===== src/rtl/fp_multiplier_arbiter.sv =====
// Round-robin arbiter that time-shares one combinational FP multiplier among
// NUM_REQUESTERS valid/ready clients and returns a single tagged response stream.

module floating_point_multiplier #(
    parameter int unsigned EXPONENT_WIDTH = 8,
    parameter int unsigned MANTISSA_WIDTH = 23
) (
    input  logic [EXPONENT_WIDTH+MANTISSA_WIDTH:0] a_i,
    input  logic [EXPONENT_WIDTH+MANTISSA_WIDTH:0] b_i,
    output logic [EXPONENT_WIDTH+MANTISSA_WIDTH:0] p_o,
    output logic [2:0]                             flags_o
);
    localparam int unsigned E    = EXPONENT_WIDTH;
    localparam int unsigned M    = MANTISSA_WIDTH;
    localparam int unsigned MW1  = M + 1;
    localparam int unsigned PW   = 2 * (M + 1);
    localparam int unsigned XW   = E + 2;
    localparam int unsigned BIAS = (1 << (E - 1)) - 1;
    localparam int unsigned EMAX = (1 << E) - 1;

    logic              sa, sb, sp;
    logic [E-1:0]      ea, eb;
    logic [M-1:0]      fa, fb;
    logic              a_nan, b_nan, a_inf, b_inf, a_zero, b_zero;
    logic [PW-1:0]     prod;
    logic [PW-2:0]     norm;
    logic [M-1:0]      frac_t;
    logic              guard, sticky, rnd_up;
    logic [M:0]        frac_r;
    logic signed [XW-1:0] exp_n, exp_r;

    assign {sa, ea, fa} = a_i;
    assign {sb, eb, fb} = b_i;
    assign sp = sa ^ sb;

    // Subnormal operands are treated as zero; tiny results flush to signed zero.
    assign a_nan  = (ea == {E{1'b1}}) && (fa != '0);
    assign b_nan  = (eb == {E{1'b1}}) && (fb != '0);
    assign a_inf  = (ea == {E{1'b1}}) && (fa == '0);
    assign b_inf  = (eb == {E{1'b1}}) && (fb == '0);
    assign a_zero = (ea == '0);
    assign b_zero = (eb == '0);

    always_comb begin
        prod   = PW'({1'b1, fa}) * PW'({1'b1, fb});
        norm   = prod[PW-1] ? prod[PW-2:0] : {prod[PW-3:0], 1'b0};
        frac_t = norm[PW-2 -: M];
        guard  = norm[PW-2-M];
        sticky = |norm[PW-3-M:0];
        rnd_up = guard & (sticky | frac_t[0]);
        frac_r = {1'b0, frac_t} + MW1'(rnd_up);
        exp_n  = $signed(XW'(ea)) + $signed(XW'(eb)) - $signed(XW'(BIAS))
               + $signed(XW'(prod[PW-1]));
        exp_r  = exp_n + $signed(XW'(frac_r[M]));

        p_o     = {sp, exp_r[E-1:0], frac_r[M-1:0]};
        flags_o = 3'b000;
        if (a_nan || b_nan || (a_inf && b_zero) || (b_inf && a_zero)) begin
            p_o     = {1'b1, {E{1'b1}}, 1'b1, {(M-1){1'b0}}};
            flags_o = 3'b100;
        end else if (a_inf || b_inf) begin
            p_o = {sp, {E{1'b1}}, {M{1'b0}}};
        end else if (a_zero || b_zero) begin
            p_o = {sp, {(E+M){1'b0}}};
        end else if (exp_r >= $signed(XW'(EMAX))) begin
            p_o     = {sp, {E{1'b1}}, {M{1'b0}}};
            flags_o = 3'b010;
        end else if (exp_r < $signed(XW'(1))) begin
            p_o     = {sp, {(E+M){1'b0}}};
            flags_o = 3'b001;
        end
    end
endmodule

module fp_multiplier_arbiter #(
    parameter int unsigned EXPONENT_WIDTH = 8,
    parameter int unsigned MANTISSA_WIDTH = 23,
    parameter int unsigned NUM_REQUESTERS = 4
) (
    input  logic                                                  clk,
    input  logic                                                  rst_n,
    input  logic [NUM_REQUESTERS-1:0]                             req_valid_i,
    output logic [NUM_REQUESTERS-1:0]                             req_ready_o,
    input  logic [NUM_REQUESTERS*(EXPONENT_WIDTH+MANTISSA_WIDTH+1)-1:0] req_a_i,
    input  logic [NUM_REQUESTERS*(EXPONENT_WIDTH+MANTISSA_WIDTH+1)-1:0] req_b_i,
    output logic                                                  resp_valid_o,
    input  logic                                                  resp_ready_i,
    output logic [((NUM_REQUESTERS > 1) ? $clog2(NUM_REQUESTERS) : 1)-1:0] resp_id_o,
    output logic [EXPONENT_WIDTH+MANTISSA_WIDTH:0]                resp_out_o,
    output logic [2:0]                                            resp_flags_o,
    output logic [15:0]                                           ops_done_o
);
    localparam int unsigned W  = EXPONENT_WIDTH + MANTISSA_WIDTH + 1;
    localparam int unsigned N  = NUM_REQUESTERS;
    localparam int unsigned IW = (N > 1) ? $clog2(N) : 1;

    typedef enum logic [1:0] {IDLE, COMPUTE, RESPOND} state_t;

    state_t        state_q, state_d;
    logic [IW-1:0] rr_ptr_q, rr_ptr_d;
    logic [IW-1:0] id_q, id_d;
    logic [W-1:0]  a_q, a_d, b_q, b_d;
    logic          valid_q, valid_d;
    logic [W-1:0]  out_q, out_d;
    logic [2:0]    flags_q, flags_d;
    logic [15:0]   ops_q, ops_d;

    logic          gnt_found_c;
    logic [IW-1:0] gnt_id_c;
    logic [W-1:0]  sel_a_c, sel_b_c;
    logic [W-1:0]  mul_p;
    logic [2:0]    mul_flags;

    floating_point_multiplier #(
        .EXPONENT_WIDTH (EXPONENT_WIDTH),
        .MANTISSA_WIDTH (MANTISSA_WIDTH)
    ) u_mul (
        .a_i     (a_q),
        .b_i     (b_q),
        .p_o     (mul_p),
        .flags_o (mul_flags)
    );

    // First requester at or after rr_ptr, wrapping modulo N.
    always_comb begin
        gnt_found_c = 1'b0;
        gnt_id_c    = '0;
        for (int k = 0; k < int'(N); k++) begin
            for (int i = 0; i < int'(N); i++) begin
                if (!gnt_found_c && req_valid_i[i]
                    && (((int'(rr_ptr_q) + k) % int'(N)) == i)) begin
                    gnt_found_c = 1'b1;
                    gnt_id_c    = IW'(i);
                end
            end
        end
    end

    always_comb begin
        sel_a_c     = '0;
        sel_b_c     = '0;
        req_ready_o = '0;
        for (int i = 0; i < int'(N); i++) begin
            if (gnt_id_c == IW'(i)) begin
                sel_a_c = req_a_i[i*W +: W];
                sel_b_c = req_b_i[i*W +: W];
                req_ready_o[i] = (state_q == IDLE) && gnt_found_c;
            end
        end
    end

    always_comb begin
        state_d  = state_q;
        rr_ptr_d = rr_ptr_q;
        id_d     = id_q;
        a_d      = a_q;
        b_d      = b_q;
        valid_d  = valid_q;
        out_d    = out_q;
        flags_d  = flags_q;
        ops_d    = ops_q;
        case (state_q)
            IDLE: begin
                if (gnt_found_c) begin
                    a_d     = sel_a_c;
                    b_d     = sel_b_c;
                    id_d    = gnt_id_c;
                    state_d = COMPUTE;
                end
            end
            COMPUTE: begin
                out_d   = mul_p;
                flags_d = mul_flags;
                valid_d = 1'b1;
                state_d = RESPOND;
            end
            RESPOND: begin
                if (resp_ready_i) begin
                    valid_d  = 1'b0;
                    ops_d    = ops_q + 16'd1;
                    rr_ptr_d = (id_q == IW'(N - 1)) ? '0 : id_q + IW'(1);
                    state_d  = IDLE;
                end
            end
            default: state_d = IDLE;
        endcase
    end

    always_ff @(posedge clk or negedge rst_n) begin
        if (!rst_n) begin
            state_q  <= IDLE;
            rr_ptr_q <= '0;
            id_q     <= '0;
            a_q      <= '0;
            b_q      <= '0;
            valid_q  <= 1'b0;
            out_q    <= '0;
            flags_q  <= '0;
            ops_q    <= '0;
        end else begin
            state_q  <= state_d;
            rr_ptr_q <= rr_ptr_d;
            id_q     <= id_d;
            a_q      <= a_d;
            b_q      <= b_d;
            valid_q  <= valid_d;
            out_q    <= out_d;
            flags_q  <= flags_d;
            ops_q    <= ops_d;
        end
    end

    assign resp_valid_o = valid_q;
    assign resp_id_o    = id_q;
    assign resp_out_o   = out_q;
    assign resp_flags_o = flags_q;
    assign ops_done_o   = ops_q;
endmodule


===== config.mk =====
export PLATFORM = sky130hd
export DESIGN_NAME = fp_multiplier_arbiter
export DESIGN_NICKNAME = d
export VERILOG_FILES = /design/src/rtl/fp_multiplier_arbiter.sv
export SDC_FILE = /design/constraint.sdc
export NUM_CORES = 2
export LEC_CHECK = 0
export BUFFER_PORTS_ARGS = -buffer_cell sky130_fd_sc_hd__buf_2
export CAP_MARGIN = 10
export CORE_MARGIN = 2
export CORE_UTILIZATION = 60
export CTS_BUF_LIST = sky130_fd_sc_hd__clkbuf_4
export CTS_CLUSTER_DIAMETER = 80
export DETAILED_ROUTE_END_ITERATION = 6
export PLACE_DENSITY = 0.82
export SETUP_SLACK_MARGIN = 0.4
export SYNTH_ARGS = -nofsm -noshare
export SYNTH_HDL_FRONTEND = slang
export SYNTH_SLANG_ARGS = --single-unit
export TNS_END_PERCENT = 20

===== constraint.sdc =====
create_clock -name clk -period 11.8 [get_ports clk]
set_input_delay 0 -clock clk [delete_from_list [all_inputs] [get_ports clk]]
set_output_delay 0 -clock clk [all_outputs]
set_load 0.05 [all_outputs]

==> metrics.md <==
| Metric | Value |
|---|---|
| Mapped Area | `0.0273 sq mm` |
| Final-stage net count | `about 4.5k` |
| Total CTS buffers | `17` |
| Clock Sinks | `122` |
| Count of state elements after synthesis | `122` |
| Die width | `217 um` |
| Synth-to-Final Area Change | `14.7%` |
| Critical Path Most Common Cell | `fa_1` |
| Req. time, crit path | `12350 ps` |
| Post-DP Area | `between 0.02 and 0.03 sq mm` |
| Post-Syn Area per Cell | `between 8 and 9 sq um` |
| Share of the synthesized area in the top cell type | `0.354` |
| Met3 Use GR | `0.135` |
| CTS tree | `yes` |
| Failing checks | `DRC` |
| Number of synthesis warnings | `0` |
| Seq/Total Area, Yosys | `0.112` |
| Max Cap Violations | `0` |
| Post-route cell area | `about 0.031 sq mm` |
| Iter 0 DRT Violations | `3277` |
| Worst slew pin tran | `943 ps` |
| Main flop type after synthesis | `dfrtp_1` |
| Via count of the routed design | `25.2k` |
| Core Region | `0.0452 sq mm` |
| GP Congestion | `0.950` |
| H-Tree Depth | `4` |
| DRT Wirelength | `between 80000 and 90000 um` |
| WL per Instance | `21.1 um` |
| CTS root buf | `clkbuf_4` |
| Number of port buffers | `320` |
| Largest net degree at the start of global routing | `72` |
| Crit Reg-Reg Endpoint | `resp_out_o[11]` |
| GRT Total Usage | `0.377` |
| Cell taking the most area after synthesis | `fa_1` |
| R2r startpoint | `b_q[14]` |
| Hold_ws | `68.5 ps` |
| Final Max Tran Viols | `0` |
| CTS Buffer Depth | `2` |
| Worst Hold Path EP | `a_q[2]` |
| Number of global-route vias before repair | `25.4k` |
| Fillers | `around 3.3k` |
| Critical-path maximum fanout | `14` |
| Vias per std cell | `approximately 6` |
| Area contributors post-synth | `fa_1 35%, dfrtp_1 11%, ha_1 8.6%` |
| Worst EP arrival | `11430 ps` |
| Global route hottest layer | `met2` |
| F_max | `91.9 MHz` |
| Hold path start | `req_a_i[2]` |
| Initial antenna violation count | `11` |
| Reg2reg path depth | `40` |
| Skew final | `between 30 and 40 ps` |
| Post-DP HPWL | `66500 um` |
| Placement Rows | `between 70 and 80` |
| FFs w/ async S/R, synth | `1.00` |
| CP max stage delay | `620 ps` |
| Chip height | `217 um` |
| Worst-Skew Late Latency | `between 600 and 700 ps` |
| GR Util met2 | `0.555` |
| Worst reg-to-reg setup slack | `roughly 900 ps` |
| Rel. slew slack | `0.371` |
| Worst hold path depth | `4` |
| HP Class | `primary input to register` |
| EDFF count, synth | `0` |
| RSZ-0062 raised after global routing | `false` |
| Overflow after GRT | `0` |
| CP endpoint kind | `register` |
| Initial Util | `0.605` |
| Die area | `0.0473 sq mm` |
| DRC Markers | `108` |
| Mapped Cells | `between 3k and 4k` |
| Slowest CP cell | `dfrtp_4` |
| Yosys cell types | `94` |
| Syn_nets | `4120` |
| Fraction of layout cells with a size suffix above 1 | `0.144` |
| Fin. Hold Viols | `0` |
| Outcome | `complete, but fails checks` |
| Worst setup SP type | `register` |
| Final period utilization | `0.922` |
| CTS clk-pin slew, worst paths | `approximately 150 ps` |
| Setup violators final | `0` |
| First-pass GRT wire length | `138000 um` |
| TritonRoute pass-1 iters | `7` |
| Final TNS setup | `0 ps` |
| Routed Antenna Nets | `0` |
| GRT met1 Usage | `0.510` |
| Min cycle time layout | `10880 ps` |
| Critical path class | `register to register` |
| Ports | `321` |
synthesized netlist by cell type, types with 10 or more instances:
| library cell | count |
|---|---|
| inv_1 | 602 |
| a31oi_1 | 11 |
| nor3_1 | 30 |
| a222oi_1 | 48 |
| ha_1 | 188 |
| nor2_1 | 136 |
| fa_1 | 484 |
| nand2_1 | 439 |
| o21ai_0 | 74 |
| xnor2_1 | 54 |
| buf_2 | 11 |
| a211oi_1 | 18 |
| dfrtp_1 | 122 |
| a21oi_1 | 138 |
| nor2b_1 | 10 |
| a21o_1 | 65 |
| and3_1 | 33 |
| xor2_1 | 20 |
| nand4_1 | 22 |
| and2_1 | 259 |
| nor4_1 | 19 |
| o211ai_1 | 15 |
| nand3_1 | 37 |
| clkbuf_1 | 149 |
layout make-up:
cell class              instances  area, sq um  area share
clock buffers                  17          128     0.00407
clock inverters                15          178     0.00567
repair buffers                519         3460       0.110
inverters                     606         2270      0.0726
flip-flops and latches        122         3120      0.0995
diodes                         10         25.0    0.000798
well taps                     600          751      0.0239
multi-input cells            2289        21400       0.683
per-layer routing:
metal,vias to the layer above,routed length (um)
li1,10900,-
met1,12200,33500
met2,1707,38400
met3,372,11800
met4,8,4220
met5,-,65
what timing repair did:
item                                    4_1_cts  5_1_grt
endpoints found under the setup margin        1       22
buffers inserted                              0        4
endpoints found under the hold margin       132        0
hold buffers                                135        0
resized for setup                             3       50
pin swaps                                     0        1
cloned                                        0        1
worst max-delay path, delay by kind of cell (launching register included):
family,cells,cell delay [ps]
mux,1,340
simple gates,13,2830
xor+xnor,1,160
compound gates,6,1410
fa+ha+maj,10,4410
buf+inv,9,1000
flops,1,620
logic make-up after synthesis:
group	count (synthesis)	share of synthesized area
compound gates	497	0.129
xor+xnor	76	0.0249
fa+ha+maj	672	0.440
buf+inv	775	0.107
flops	122	0.112
mux	4	0.00165
simple gates	1039	0.185
cells in the final DEF (no fill, tap or decap), types with 86 or more instances in the layout:
| cell | n |
|---|---|
| and2_1 | 256 |
| nand2_1 | 438 |
| buf_2 | 319 |
| fa_1 | 484 |
| dlygate4sd3_1 | 134 |
| nor2_1 | 135 |
| a21oi_1 | 138 |
| inv_1 | 602 |
| dfrtp_1 | 86 |
| ha_1 | 188 |
through the flow:
stage | instances | utilization | worst slack [ps]
2_1_floorplan | 3185 | - | 1580
3_3_place_gp | 3996 | 0.653 | 630
3_5_place_dp | 3996 | 0.653 | 337
4_1_cts | 4163 | 0.690 | 408
5_1_grt | 4172 | 0.693 | 383
6_report | 4178 | 0.694 | 920
sequential cells by signal (all words and copies together) (netlist names):
| register | flops |
|---|---|
| a_q | 32 |
| b_q | 32 |
| ops_done_o | 16 |
| resp_flags_o | 3 |
| resp_valid_o | 1 |
| resp_out_o | 32 |
| resp_id_o | 2 |
| rr_ptr_q | 2 |
| state_q | 2 |
worst max path at each step:
stage / slack (ps) / cells past startpoint / end / from
2_1_floorplan: 1580 / 42 / resp_out_o[17] / a_q[8]
6_report: 920 / 40 / resp_out_o[11] / b_q[14]
4_1_cts: 410 / 37 / resp_out_o[13] / a_q[10]
3_5_place_dp: 340 / 38 / resp_out_o[13] / a_q[13]
5_1_grt: 380 / 40 / resp_out_o[13] / b_q[14]
3_3_place_gp: 630 / 38 / resp_out_o[13] / a_q[13]
Power is not shown: default switching activity piles up to over one toggle a cycle in this logic, so the estimate is an artifact.
